==> src/rtl/maf_pkg.sv <==
// Shared helpers for the MAF datapath.
//   clog2       : ceiling log2 usable in parameter expressions
//   ow_of       : reduction-tree output width, W + clog2(N_OPS)
//   levels_of   : number of 4-2 compressor levels, clog2(N_OPS) - 1
//   stage_base  : first register-bank slot written by a given level
//   extend_op   : sign/zero extension of one operand to MAX_OW bits
package maf_pkg;

  // Widest redundant vector any tree instance may produce.
  localparam int MAX_OW = 64;

  localparam int DEF_W     = 16;
  localparam int DEF_N_OPS = 8;

  function automatic int clog2(input int value);
    int r;
    r = 0;
    for (int i = 0; i < 31; i++) begin
      if ((1 << i) < value) r = i + 1;
    end
    return r;
  endfunction

  function automatic int ow_of(input int w, input int n_ops);
    return w + clog2(n_ops);
  endfunction

  function automatic int levels_of(input int n_ops);
    return clog2(n_ops) - 1;
  endfunction

  // All level outputs live in one flat bank: level l owns slots
  // [stage_base(n, l), stage_base(n, l + 1)), i.e. n >> (l + 1) vectors.
  function automatic int stage_base(input int n_ops, input int lvl);
    return n_ops - (n_ops >> lvl);
  endfunction

  // op arrives zero-padded above bit w-1; the upper bits are rewritten
  // with the operand's sign bit or with zeros.
  function automatic logic [MAX_OW-1:0] extend_op(input logic [MAX_OW-1:0] op,
                                                  input int               w,
                                                  input bit               is_signed);
    logic [MAX_OW-1:0] r;
    r = op;
    for (int i = 0; i < MAX_OW; i++) begin
      if (i >= w) r[i] = is_signed & op[w-1];
    end
    return r;
  endfunction

endpackage

==> src/rtl/csa_tree_pipe_if.sv <==
// Streaming bus of the carry-save reduction tree.
//   in_valid/in_ready   : operand-side handshake
//   in_ops              : N_OPS packed operands, operand k at [k*W +: W]
//   in_tag              : side-band tag travelling with the operands
//   out_valid/out_ready : result-side handshake
//   sum_o/carry_o       : redundant result, OW = W + clog2(N_OPS) bits
//   tag_o               : tag of the presented result
// master = producer/consumer environment, slave = the tree itself.
interface csa_tree_pipe_if import maf_pkg::*; #(
  parameter int W     = DEF_W,
  parameter int N_OPS = DEF_N_OPS,
  parameter int TAG_W = 4
);
  localparam int OW = ow_of(W, N_OPS);

  logic                 in_valid;
  logic                 in_ready;
  logic [N_OPS*W-1:0]   in_ops;
  logic [TAG_W-1:0]     in_tag;
  logic                 out_valid;
  logic                 out_ready;
  logic [OW-1:0]        sum_o;
  logic [OW-1:0]        carry_o;
  logic [TAG_W-1:0]     tag_o;

  modport master (
    output in_valid, in_ops, in_tag, out_ready,
    input  in_ready, out_valid, sum_o, carry_o, tag_o
  );

  modport slave (
    input  in_valid, in_ops, in_tag, out_ready,
    output in_ready, out_valid, sum_o, carry_o, tag_o
  );

endinterface

==> src/rtl/comp42_row.sv <==
// One row of 4-2 compressor cells, purely combinational.
//   a, b, c, d : four OW-bit input vectors
//   sum        : row sum vector
//   carry      : row carry vector, already shifted left by one (bit 0 = 0)
// The cout of bit i feeds cin of bit i+1; cin of bit 0 is 0 and the cout
// and carry of the top bit fall off (arithmetic is modulo 2^OW).
module comp42_row #(
  parameter int OW = 19
) (
  input  logic [OW-1:0] a,
  input  logic [OW-1:0] b,
  input  logic [OW-1:0] c,
  input  logic [OW-1:0] d,
  output logic [OW-1:0] sum,
  output logic [OW-1:0] carry
);

  always_comb begin
    logic cin, x1, x2, x3;
    // NOTE: every output gets a default before the loop so no path leaves
    // a bit unassigned, which would otherwise infer a latch.
    sum   = '0;
    carry = '0;
    cin   = 1'b0;
    for (int i = 0; i < OW; i++) begin
      // NOTE: blocking assignments here are deliberate: cin must carry the
      // value computed for bit i into bit i+1 within the same evaluation.
      x1     = a[i] ^ b[i];
      x2     = c[i] ^ d[i];
      x3     = x1 ^ x2;
      sum[i] = x3 ^ cin;
      if (i < OW - 1) carry[i+1] = x3 ? cin : d[i];
      cin    = x1 ? c[i] : a[i];
    end
  end

endmodule

==> src/rtl/csa_tree_pipe.sv <==
// Pipelined carry-save reduction tree: N_OPS operands of W bits are reduced
// to a redundant sum/carry pair through L = clog2(N_OPS) - 1 levels of 4-2
// compressor rows, with one register stage per level.
//   clk  : rising-edge clock
//   rst  : asynchronous active-high reset, clears every stage
//   bus  : csa_tree_pipe_if slave (valid/ready in, valid/ready out)
// N_OPS must be a power of two and at least 4.
module csa_tree_pipe import maf_pkg::*; #(
  parameter int W      = DEF_W,
  parameter int N_OPS  = DEF_N_OPS,
  parameter bit SIGNED = 1'b0,
  parameter int TAG_W  = 4
) (
  input  logic           clk,
  input  logic           rst,
  csa_tree_pipe_if.slave bus
);

  localparam int OW    = ow_of(W, N_OPS);
  localparam int L     = levels_of(N_OPS);
  localparam int N_REG = N_OPS - 2;      // vectors held across all stages
  localparam int N_SRC = 2 * N_OPS - 4;  // extended inputs + fed-back stages

  // src[0 .. N_OPS-1] are the extended operands; src[N_OPS + j] mirrors
  // stage slot j for every slot that feeds a further level.
  logic [N_SRC-1:0][OW-1:0]    src;
  logic [N_REG-1:0][OW-1:0]    row_out;
  logic [N_REG-1:0][OW-1:0]    stage_q;
  logic [L-1:0][TAG_W-1:0]     tag_q;
  logic [L-1:0][TAG_W-1:0]     tag_in;
  logic [L-1:0]                v;
  logic [L-1:0]                vin;
  logic [L-1:0]                adv;

  for (genvar k = 0; k < N_OPS; k++) begin : g_ext
    assign src[k] = OW'(extend_op(MAX_OW'(bus.in_ops[k*W +: W]), W, SIGNED));
  end

  for (genvar j = 0; j < N_OPS - 4; j++) begin : g_fb
    assign src[N_OPS + j] = stage_q[j];
  end

  // Level l consumes N_OPS >> l vectors starting at src index
  // 2*N_OPS - 2*(N_OPS >> l); row r takes four consecutive inputs and
  // writes its sum/carry into two consecutive slots of that level's bank.
  for (genvar l = 0; l < L; l++) begin : g_lvl
    localparam int IN_BASE  = 2 * N_OPS - 2 * (N_OPS >> l);
    localparam int OUT_BASE = stage_base(N_OPS, l);
    localparam int ROWS     = (N_OPS >> l) / 4;
    for (genvar r = 0; r < ROWS; r++) begin : g_row
      comp42_row #(.OW(OW)) u_row (
        .a     (src[IN_BASE + 4*r]),
        .b     (src[IN_BASE + 4*r + 1]),
        .c     (src[IN_BASE + 4*r + 2]),
        .d     (src[IN_BASE + 4*r + 3]),
        .sum   (row_out[OUT_BASE + 2*r]),
        .carry (row_out[OUT_BASE + 2*r + 1])
      );
    end
  end

  // Ready chain runs from the output back to the input: a stage advances
  // when it is empty or its successor advances. A local accumulator keeps
  // the chain free of self-referencing vector bits.
  always_comb begin
    logic chain;
    vin    = '0;
    tag_in = '0;
    adv    = '0;
    vin[0]    = bus.in_valid;
    tag_in[0] = bus.in_tag;
    for (int l = 1; l < L; l++) begin
      vin[l]    = v[l-1];
      tag_in[l] = tag_q[l-1];
    end
    chain    = !v[L-1] || bus.out_ready;
    adv[L-1] = chain;
    for (int s = L - 2; s >= 0; s--) begin
      chain  = !v[s] || chain;
      adv[s] = chain;
    end
  end

  always_ff @(posedge clk or posedge rst) begin
    if (rst) begin
      v       <= '0;
      // NOTE: the data and tag banks are reset too, because the result
      // ports are driven straight from them and must read zero after reset.
      stage_q <= '0;
      tag_q   <= '0;
    end else begin
      for (int l = 0; l < L; l++) begin
        if (adv[l]) begin
          // NOTE: non-blocking updates let every stage sample its
          // predecessor's pre-edge contents, so data shifts one stage per edge.
          v[l] <= vin[l];
          // Payload loads only with a real transaction; bubbles leave it be.
          if (vin[l]) begin
            tag_q[l] <= tag_in[l];
            for (int j = 0; j < N_REG; j++) begin
              if (j >= stage_base(N_OPS, l) && j < stage_base(N_OPS, l + 1))
                stage_q[j] <= row_out[j];
            end
          end
        end
      end
    end
  end

  assign bus.in_ready  = adv[0];
  assign bus.out_valid = v[L-1];
  assign bus.sum_o     = stage_q[N_OPS-4];
  assign bus.carry_o   = stage_q[N_OPS-3];
  assign bus.tag_o     = tag_q[L-1];

endmodule

==> src/flat_wrapper.sv <==
// flat-port wrapper written by rule: the top's interface ports become plain ports
module csa_tree_pipe_flat import maf_pkg::*;
#(
  parameter int W      = DEF_W,
  parameter int N_OPS  = DEF_N_OPS,
  parameter bit SIGNED = 1'b0,
  parameter int TAG_W  = 4
)
  (clk, rst, bus_in_valid, bus_in_ops, bus_in_tag, bus_out_ready, bus_in_ready, bus_out_valid, bus_sum_o, bus_carry_o, bus_tag_o);
  csa_tree_pipe_if #(.W(W), .N_OPS(N_OPS), .TAG_W(TAG_W)) bus_i ();
  input  logic clk;
  input  logic rst;
  input wire logic [$bits(bus_i.in_valid)-1:0] bus_in_valid;
  input wire logic [$bits(bus_i.in_ops)-1:0] bus_in_ops;
  input wire logic [$bits(bus_i.in_tag)-1:0] bus_in_tag;
  input wire logic [$bits(bus_i.out_ready)-1:0] bus_out_ready;
  output wire logic [$bits(bus_i.in_ready)-1:0] bus_in_ready;
  output wire logic [$bits(bus_i.out_valid)-1:0] bus_out_valid;
  output wire logic [$bits(bus_i.sum_o)-1:0] bus_sum_o;
  output wire logic [$bits(bus_i.carry_o)-1:0] bus_carry_o;
  output wire logic [$bits(bus_i.tag_o)-1:0] bus_tag_o;
  assign bus_i.in_valid = bus_in_valid;
  assign bus_i.in_ops = bus_in_ops;
  assign bus_i.in_tag = bus_in_tag;
  assign bus_i.out_ready = bus_out_ready;
  assign bus_in_ready = bus_i.in_ready;
  assign bus_out_valid = bus_i.out_valid;
  assign bus_sum_o = bus_i.sum_o;
  assign bus_carry_o = bus_i.carry_o;
  assign bus_tag_o = bus_i.tag_o;
  csa_tree_pipe #(.W(W), .N_OPS(N_OPS), .SIGNED(SIGNED), .TAG_W(TAG_W)) u_core (.clk(clk), .rst(rst), .bus(bus_i));
endmodule
==> config.mk <==
export PLATFORM = sky130hd
export DESIGN_NAME = csa_tree_pipe_flat
export DESIGN_NICKNAME = d
export VERILOG_FILES = /design/src/rtl/maf_pkg.sv /design/src/rtl/csa_tree_pipe_if.sv /design/src/rtl/comp42_row.sv /design/src/rtl/csa_tree_pipe.sv /design/src/flat_wrapper.sv
export SDC_FILE = /design/constraint.sdc
export NUM_CORES = 1
export LEC_CHECK = 0
export ABC_CLOCK_PERIOD_IN_PS = 5800
export CORE_ASPECT_RATIO = 1.25
export CORE_MARGIN = 2
export CORE_UTILIZATION = 52
export CTS_BUF_LIST = sky130_fd_sc_hd__clkbuf_8 sky130_fd_sc_hd__clkbuf_16
export DETAILED_ROUTE_END_ITERATION = 10
export HOLD_SLACK_MARGIN = 0.1
export PLACE_DENSITY = 0.88
export SLEW_MARGIN = 40
export SYNTH_ARGS = -nofsm -noshare
export SYNTH_HDL_FRONTEND = slang
export SYNTH_HIERARCHICAL = 1
export SYNTH_SLANG_ARGS = --single-unit
==> constraint.sdc <==
create_clock -name clk -period 5.8 [get_ports clk]
set_clock_uncertainty 0.05 [all_clocks]
set_input_delay 1.45 -clock clk [delete_from_list [all_inputs] [get_ports clk]]
set_output_delay 1.45 -clock clk [all_outputs]
set_load 0.05 [all_outputs]
==> impl_summary.md <==
Pwr
The part of the power in the clock network is 24.0%. The reported net switching power is 1.878 mW. The internal portion of the total power is 3.122 mW. The cell area power density is 468.6 nW/um2. The maximum vdd ir drop is 0.1886 mV. The combinational cell fraction of total power is 47.5%.

The reported leakage power is 4.352 nW. Sequential cells burn 28.5% of the power. Net switching is 37.56% of the power.

Global routing
The via count of the first global-routing pass came to 6043. The number of antenna violations at the first check in global routing was 0. The first global-routing pass estimated 26.31 mm of wire. For this run the aggregate overflow at the end of global routing stands at 0.

Global routing used 20.41% of the available tracks. The largest net degree at the start of global routing is 81.

Logic synthesis
By area the synthesized netlist is led by dfrtp_1 (39%), mux2_2 (16%), xnor2_1 (14%). The count of flip-flops with a built-in enable after synthesis is 0. The register area share after synthesis is 39.07%. Counting flops and latches in the post-synthesis netlist gives 124.

The portion of synthesized cell area occupied by the leading cell type is 39.07%. The cell type with the largest total area after synthesis is dfrtp_1. The count of unique library cells instantiated by Yosys is 18. The total of warnings raised by yosys is 6. Counting every instance in the synthesized netlist gives 704. In the synthesized netlist the dominant register cell turns out to be dfrtp_1. The most frequently used cell type in the post-synthesis netlist is xnor2_1. Sorting the synthesized cells by how often they occur yields xnor2_1 (126), dfrtp_1 (124), mux2_2 (112). In this run the cell area of the synthesized design comes to 7941 um2.

For this run, asynchronously set or reset flops after synthesis account for 100.0%. The per-instance average area after synthesis is 11.28 um2.

Clock tree
For this design, the CTS-stage hold fixing added 0 buffers. TritonCTS built the clock tree. The clock passes through at most 2 buffers. Buffers inserted during clock tree synthesis total 17.

For this design, the sink count on the clock tree is 124. After clock tree synthesis, the clock-pin slew on the worst setup and hold paths is 0.06 ns. In this run the number of H-tree levels came out at 4. Post-CTS timing repair inserted 0 buffers for setup. After clock tree synthesis, the repair step resized 0 gates. The cell sitting at the root of the clock tree is a clkbuf_16. The clock latency of the later-clocked register in the worst-skew pair is 0.41 ns.

Die
The floorplan core area is 14950 um2. In this run the vertical extent of the chip is 142.2 um. The floorplan die area is 16280 um2. The number of top-level design ports is 180. The floorplan has 50 rows. The floorplan step set the die width to 114.5 um. For this configuration, the core starts out at a cell density of 53.11%.

Status
The flow ran to the end, and the final reports show no timing, DRC or antenna violations.

Routing
The detailed-router iteration count before antenna repair is 4. The routed length per instance is 14.42 um. The routed layout has 5657 vias.

The total DRC errors in the routed layout is 0. The per-cell via count in the routed design is 5.028. Summed over all layers, the routed wires come to 16.23 mm.

The count of nets left with antenna violations once routing finished came out at 0. For this block, the initial DRC count from the detailed router was 172.

Final layout
The post-layout net count is 1067. The filler cell count in the final layout is 1100. The multi-input gate area in the final layout is 4841 um2. The repair_antennas step left the layout with diodes totalling 0. Summing all flip-flop and latch instances after layout gives 3103 um2. Cells with a size suffix above 1 make up 21.31% of the layout. The final design instance area without fill is 10670 um2. The non-filler instance count after layout is 1125.

The layout overhead on the synthesized area is 34.38%.

Critical path
Broken down by cell family, the worst path's largest delay share belongs to buffers and inverters. At the worst endpoint, the required time is 4.30 ns. The delay contributed by the slowest stage of the critical path is 0.82 ns. The worst setup path is of the input port to primary output kind.

Data arrives at the worst endpoint at 2.90 ns. The cell type of the slowest stage on the worst timing path is clkdlybuf4s50_1. The highest net fanout along the worst path is 3. The cell with the most instances on the worst path is clkdlybuf4s50_1. The number of cells traversed by the worst register-to-register path is 3. The critical path runs through a total of 3 cells. The nature of the critical path endpoint is a primary output.

The critical path goes through clkdlybuf4s50_1, nand3b_4, clkdlybuf4s50_1. The worst setup path is launched from an input port. The number of buffers and inverters on the critical path is 2.

Worst hold path
Along the worst hold path, the cell count comes to 1. The path type of the worst min-delay path is register to register.

STA
The final critical path takes up 75.90% of the cycle. At the pin with the least slew margin, the transition time is 0.6412 ns. The final hold violation count came to 0. Based on the critical path, the design can be clocked at up to 227.2 MHz. The max-slew violation total from the final report was 0. The final setup violation count is 0. For the final routed database, the setup TNS stands at 0 ns. In this run the tightest slew margin relative to its limit is 57.25%. Setup repair after global routing left no endpoint under its margin. After layout, the minimum clock period comes to 4.402 ns. Setup slack closes at 1.398 ns.

Placement
The HPWL reported at the end of detailed placement is 12.02 mm. The minimum setup slack after placement is 1.398 ns. The number of instances in the placed design is 1094. Once placement finished, the instance area stood at 10000 um2. During placement, the flow inserted port buffers numbering 179.

The routability-driven placement congestion ratio is 0.7352.

Run
The total of max-cap violations is 0.
==> power groups by stage <==
stage / Sequential, mW / Clock, mW / Combinational, mW
2_1_floorplan: 1.88 / 0 / 1.27
3_3_place_gp: 1.41 / 0 / 2.30
3_5_place_dp: 1.43 / 0 / 2.36
4_1_cts: 1.43 / 1.22 / 2.39
5_1_grt: 1.47 / 1.25 / 2.55
6_report: 1.43 / 1.20 / 2.37
==> per-stage QoR <==
stage / hold WS [ns] / power (mW) / util, %
global route: 0.4757 / 5.271 / 71.37
floorplan: 0.4249 / 3.150 / -
CTS: 0.4562 / 5.046 / 71.37
global placement: 0.4330 / 3.708 / 66.80
finish: 0.4540 / 5.001 / 71.37
detailed placement: 0.4396 / 3.799 / 66.90
==> per-layer routing <==
metal / GRT usage, % / vias to the layer above / routed length [um]
met4: 7.959 / 0 / 315
met2: 39.27 / 120 / 9211
met1: 21.03 / 2741 / 5980
met3: 4.642 / 21 / 719
li1: - / 2775 / -
met5: 0 / - / 0
==> area by class of cell <==
cell class	instances	area share, %
Clock inverter	14	2.275
Timing Repair Buffer	180	16.98
Multi-Input combinational cell	604	45.36
Tap cell	182	2.134
Inverter	4	0.1876
Clock buffer	17	3.986
Sequential cell	124	29.08
==> flip-flops by register name (all words and copies together) (netlist names) <==
register	cells
u_core/src	76
u_core/bus.carry_o	19
u_core/bus.sum_o	19
u_core/bus.tag_o	4
u_core/tag_in	4
u_core/v	2
==> placed cells by master, fill, tap and decap left out, drive strengths merged <==
| cell type | Yosys | final |
|---|---|---|
| nand2b | 3 | 3 |
| a21oi | 48 | 48 |
| maj3 | 57 | 57 |
| clkinvlp | 0 | 2 |
| dfrtp | 124 | 124 |
| conb | 4 | 47 |
| xnor2 | 126 | 126 |
| nor2 | 51 | 51 |
| buf | 15 | 1 |
| clkbuf | 0 | 17 |
| xor2 | 99 | 99 |
| bufinv | 0 | 6 |
| inv | 4 | 7 |
| nand2 | 50 | 50 |
| mux2 | 122 | 122 |
| clkinv | 0 | 3 |
| nand3b | 1 | 1 |
| clkdlybuf4s50 | 0 | 179 |
==> cell families after synthesis <==
group | after synthesis | synth area share (%)
AO/OA/AOI/OAI | 48 | 3.025
XOR/XNOR | 225 | 24.81
adder cells (fa/ha/maj) | 57 | 8.035
buffers and inverters | 19 | 2.174
flip-flops | 124 | 39.07
multiplexers | 122 | 17.30
other | 4 | 0.1890
AND/OR/NAND/NOR | 105 | 5.388
==> final timing paths <==
kind / from / endpoint / slack [ns]
max reg2reg: u_core/v[0] / u_core/src[212] / 4.11
min in group asynchronous: rst / u_core/bus.carry_o[2] / 1.46
min reg2reg: u_core/bus.carry_o[5] / u_core/bus.carry_o[5] / 0.45
max in group asynchronous: rst / u_core/v[0] / 3.51
min: u_core/bus.carry_o[5] / u_core/bus.carry_o[5] / 0.45
max: bus_out_ready / bus_in_ready / 1.40
==> worst reg2reg max path: stages (launching register included) <==
cell and delay [ns]:
dfrtp_1 0.45, nand3b_4 0.14, nand2_8 0.46, mux2_2 0.48
(Power assumes the default switching activity.)
